File: src/rtl/btree_mux_pipe.sv
// Pipelined binary-tree priority mux: the highest-index set flag selects its leaf's data.
// Optional miss counter enabled by defining BTREE_MUX_PIPE_MISS_EN.

`ifndef RECT_COUNT
`define RECT_COUNT 8
`endif
`ifndef RECT_COUNT_WIDTH
`define RECT_COUNT_WIDTH 3
`endif

module btree_mux_pipe #(
    parameter int unsigned INPUT_COUNT = `RECT_COUNT,
    parameter int unsigned INPUT_WIDTH = `RECT_COUNT_WIDTH,
    parameter int unsigned REG_EVERY   = 1
) (
    input  logic                   clk,
    input  logic                   reset,
    input  logic                   enable,
    input  logic                   in_valid,
    input  logic [INPUT_COUNT-1:0] flags_in,
    input  logic [INPUT_WIDTH-1:0] data_in [INPUT_COUNT],
    output logic                   out_valid,
    output logic                   out_hit,
    output logic [INPUT_WIDTH-1:0] out_data
`ifdef BTREE_MUX_PIPE_MISS_EN
    ,
    output logic [15:0]            miss_count
`endif
);

    localparam int unsigned LEVELS = $clog2(INPUT_COUNT);

    if (INPUT_COUNT < 2 || (INPUT_COUNT & (INPUT_COUNT - 1)) != 0) begin : g_err_count
        $error("btree_mux_pipe: INPUT_COUNT must be a power of two >= 2");
    end
    if (REG_EVERY < 1 || REG_EVERY > LEVELS) begin : g_err_reg
        $error("btree_mux_pipe: REG_EVERY must lie in 1..LEVELS");
    end

    for (genvar k = 0; k < LEVELS; k++) begin : g_lvl
        localparam int unsigned N      = INPUT_COUNT >> (k + 1);
        localparam bit          IsLast = (k == LEVELS - 1);
        localparam bit          IsReg  = IsLast ||
                                         (REG_EVERY != 0 && ((k + 1) % REG_EVERY) == 0);

        logic [2*N-1:0]         src_flag;
        logic [INPUT_WIDTH-1:0] src_data [2*N];
        logic                   src_valid;
        logic [N-1:0]           node_flag;
        logic [INPUT_WIDTH-1:0] node_data [N];
        logic [N-1:0]           lvl_flag;
        logic [INPUT_WIDTH-1:0] lvl_data [N];
        logic                   lvl_valid;

        if (k == 0) begin : g_src_in
            assign src_flag  = flags_in;
            assign src_data  = data_in;
            assign src_valid = in_valid;
        end else begin : g_src_prev
            assign src_flag  = g_lvl[k-1].lvl_flag;
            assign src_data  = g_lvl[k-1].lvl_data;
            assign src_valid = g_lvl[k-1].lvl_valid;
        end

        // Odd (higher-index) child wins whenever its flag is set.
        always_comb begin
            node_flag = '0;
            for (int i = 0; i < N; i++) begin
                node_flag[i] = src_flag[2*i+1] | src_flag[2*i];
                node_data[i] = src_flag[2*i+1] ? src_data[2*i+1] : src_data[2*i];
            end
        end

        if (IsReg) begin : g_reg
            logic [N-1:0]           flag_q, flag_d;
            logic [INPUT_WIDTH-1:0] data_q [N];
            logic [INPUT_WIDTH-1:0] data_d [N];
            logic                   valid_q, valid_d;

            always_comb begin
                flag_d  = flag_q;
                data_d  = data_q;
                valid_d = valid_q;
                if (enable) begin
                    flag_d  = node_flag;
                    valid_d = src_valid;
                    // Only the final stage zeroes data for a no-hit sample.
                    for (int i = 0; i < N; i++) begin
                        data_d[i] = (IsLast && !node_flag[i]) ? '0 : node_data[i];
                    end
                end
            end

            always_ff @(posedge clk) begin
                if (reset) begin
                    flag_q  <= '0;
                    valid_q <= 1'b0;
                    for (int i = 0; i < N; i++) begin
                        data_q[i] <= '0;
                    end
                end else begin
                    flag_q  <= flag_d;
                    data_q  <= data_d;
                    valid_q <= valid_d;
                end
            end

            assign lvl_flag  = flag_q;
            assign lvl_data  = data_q;
            assign lvl_valid = valid_q;
        end else begin : g_comb
            assign lvl_flag  = node_flag;
            assign lvl_data  = node_data;
            assign lvl_valid = src_valid;
        end
    end

    assign out_valid = g_lvl[LEVELS-1].lvl_valid;
    assign out_hit   = g_lvl[LEVELS-1].lvl_flag[0];
    assign out_data  = g_lvl[LEVELS-1].lvl_data[0];

`ifdef BTREE_MUX_PIPE_MISS_EN
    logic [15:0] miss_q, miss_d;

    // Counts on the edge that loads a valid no-hit sample into the output stage.
    always_comb begin
        miss_d = miss_q;
        if (enable && g_lvl[LEVELS-1].src_valid && !g_lvl[LEVELS-1].node_flag[0] &&
            miss_q != 16'hFFFF) begin
            miss_d = miss_q + 16'd1;
        end
    end

    always_ff @(posedge clk) begin
        if (reset) begin
            miss_q <= '0;
        end else begin
            miss_q <= miss_d;
        end
    end

    assign miss_count = miss_q;
`endif

endmodule

File: config.mk
export PLATFORM = sky130hd
export DESIGN_NAME = btree_mux_pipe
export DESIGN_NICKNAME = d
export VERILOG_FILES = /design/src/rtl/btree_mux_pipe.sv
export SDC_FILE = /design/constraint.sdc
export NUM_CORES = 1
export LEC_CHECK = 0
export BUFFER_PORTS_ARGS = -buffer_cell sky130_fd_sc_hd__buf_2
export CELL_PAD_IN_SITES_DETAIL_PLACEMENT = 0
export CELL_PAD_IN_SITES_GLOBAL_PLACEMENT = 1
export CORE_ASPECT_RATIO = 0.7
export CORE_MARGIN = 2
export CORE_UTILIZATION = 42
export CTS_BUF_LIST = sky130_fd_sc_hd__clkbuf_8
export DETAILED_ROUTE_END_ITERATION = 7
export PLACE_DENSITY = 0.88
export SLEW_MARGIN = 20
export SYNTH_ARGS = -nofsm -noshare
export SYNTH_HDL_FRONTEND = slang
export SYNTH_SLANG_ARGS = --single-unit
File: constraint.sdc
create_clock -name clk -period 2.5 [get_ports clk]
set_input_delay 0.125 -clock clk [delete_from_list [all_inputs] [get_ports clk]]
set_output_delay 0.125 -clock clk [all_outputs]
set_load 0.01 [all_outputs]
==> impl_results.md <==
* Status: finished, final reports clean
* Arrival time of the worst setup path at 1.07 ns
* Die Ht at 51.6 um
* Sequential power share at 53.4%
* Clock-pin slew on the worst setup and hold paths at 0.06 ns
* Cell Area, Synth at 0.00136 mm2
* Leak at around 0.69 nW
* Gate power share at 13.4%
* H-tree depth at 2
* Max-slew violation count at 0
* Routability cong. at between 0.7 and 0.8
* Detailed Routing Iterations Pass 1 at 4
* Met3 Use GR at between 7 and 8%
* Die Wd at 72.0 um
* Net switching fraction of the power at 24.9%
* Busiest metal layer after global routing: met2
* Antenna violations before repair at 0
* RSZ-0062 raised after global routing: false
* CTS tree: done
* Final hold vios at 0
* Core area at 0.00313 mm2
* Antenna-violating nets left at 0
* Num ports at 41
* Maximum vdd drop at between 0.3 and 0.4 mV
* Type of the worst setup path: register to register
* Final nets at 209
* Ranking of synthesized cells by area: dfxtp_1, mux2i_1, nor2_1
* Pwr dens at 645 mW/mm2
* P&R area growth vs syn at 18.1%
* Vias in the first global route at between 1000 and 1500
* Syn avg cell area at 10.0 um2
* Layout Skew at 0.00369 ns
* Post-CTS Hold Buffers at 0
* Initial Util at 43.5%
* #FFs+latches synth at 31
* Die Area at ~0.0037 mm2
* First-pass GRT wire length at 4570 um
* Drt via density at 5.16
* Synthesized instance count at 136
* Fmax at 1.06 GHz
* Area leader, netlist: dfxtp_1
* Crit start category: register
* Root Buffer: clkbuf_8
* Clk Latency, worst-skew pair at 0.28 ns
* Fill cell count at between 300 and 400
* Hold Crit Class: primary input to register
* Place WS at 1.33 ns
* Layout cells sized above 1 at 33.1%
* Grt ovf at 0
* Number of diodes at 0
* Post-Syn Nets at 172
* Gr usage total at between 10% and 20%
* Largest net degree at the start of global routing at 32
* Max FO, Critical Path at 5
* Detailed Route Iter0 Violations at 21
* Final worst path period share at 37.7%
* Critical Path End Type: register
* Drt total wl at 2650 um
* Warnings from Yosys at 0
* Clock network power share at 33.3%
* Share of the synthesized area in the top cell type at 45.6%
* Synth cell types at 12
* IO Port Bufs at 40
* Grt met1 use at 19.6%
* NetSw at 0.000258 W
* Core Rows at 17
* Drt wl/cell at 12.6 um
* Worst-margin pin slew at 0.660 ns
* Detailed-route via count at 1084
* Max Cap Violations at 0
* Register area share after synthesis at a little under half
* Worst EP required at 2.63 ns
* Worst reg2reg startpoint: g_lvl[0].g_reg.flag_q[1]
* Crit. Startpoint: g_lvl[0].g_reg.flag_q[1]
* DP HPWL at 1940 um
* Clock Sinks at 31
* Met2 Usage GRT at between 20% and 30%
* Setup tns final at 0 ns
* Setup bufs post-CTS at 0
* Post-CTS sizing at 0
* Slew HR at 56.0%
* Longest Clk Path Bufs at 2
* # DRC at 0
* Internal at between 0.0007 and 0.0008 W
* Total CTS buffers at 5
* Tmin final at roughly 0.94 ns
* HP Start: in_valid
* Fin worst setup slack at around 1.6 ns
* Setup violations, final at 0
## metal layers
metal,routed length [um],part of all wire (%)
met1,1260,47
met2,1200,45
met3,150,5.7
met4,46,1.7
met5,0,0
## critical path, cell delays in order (launching register included)
cell and delay [ns]:
dfxtp_1 0.47, mux2i_1 0.23, a211oi_1 0.09
## power by group through the flow
stage | sequential (W) | clock, W | combinational [W]
after floorplan | 0.000556 | 0 | 0.000102
after global placement | 0.000562 | 0 | 0.000134
after detailed placement | 0.000564 | 0 | 0.000140
after CTS | 0.000554 | 0.000356 | 0.000141
after global routing | 0.000558 | 0.000378 | 0.000157
final | 0.000553 | 0.000345 | 0.000139
## metrics by stage
step	total power, W	cell area [um2]	util (%)	hold slack (ns)	instances
4_1_cts	0.00105	1610	51.4	0.103	210
5_1_grt	0.00109	1610	51.4	0.123	210
2_1_floorplan	0.000658	1360	-	0.197	136
6_report	0.00104	1610	51.4	0.101	210
3_3_place_gp	0.000697	1530	49.1	0.359	204
3_5_place_dp	0.000704	1530	49.1	0.393	204
## path summary, 6_finish.rpt
path                                    to  slack [ns]  cells after the start
setup reg to reg  g_lvl[1].g_reg.data_q[4]        1.56                      2
hold reg to reg                out_data[2]        0.48                      2
setup / recovery  g_lvl[1].g_reg.data_q[4]        1.56                      2
hold / removal      g_lvl[0].g_reg.valid_q        0.10                      3
## cell usage in the layout, fill, tap and decap left out
| master | Yosys | final |
|---|---|---|
| a211oi_1 | 15 | 15 |
| a211oi_2 | 10 | 10 |
| a311oi_1 | 3 | 3 |
| buf_2 | 5 | 40 |
| buf_4 | 2 | 2 |
| clkbuf_8 | 0 | 5 |
| dfxtp_1 | 31 | 31 |
| inv_1 | 0 | 1 |
| mux2i_1 | 21 | 21 |
| nand2_1 | 3 | 3 |
| nand3b_1 | 3 | 3 |
| nor2_1 | 38 | 38 |
## cell type report
cell class	count	area (um2)	share of cell area, %
Clock buffer	5	68.8	4.28
Sequential cell	31	621	38.6
Timing Repair Buffer	42	215	13.4
Clock inverter	1	3.75	0.234
Tap cell	38	47.5	2.96
Multi-Input combinational cell	93	651	40.5
## cell families after synthesis
family,after synthesis,synth area share [%]
and+or+nand+nor,44,13.0
DFF,31,45.6
AOI/OAI and AO/OA,28,19.4
muxes,21,15.5
buffers and inverters,12,6.53
## registers in the layout, indices dropped and copies added (netlist names)
name / cells
g_lvl.g_reg.data_q: 18
g_lvl.g_reg.valid_q: 2
out_data: 3
g_lvl.g_reg.flag_q: 6
out_valid: 1
out_hit: 1
## cell usage after synthesis (all sizes together)
cell,instances
a211oi,25
a311oi,3
buf,11
clkbuf,1
dfxtp,31
mux2i,21
nand2,3
nand3b,3
nor2,38
No activity file was read; power rests on OpenSTA's default activity.
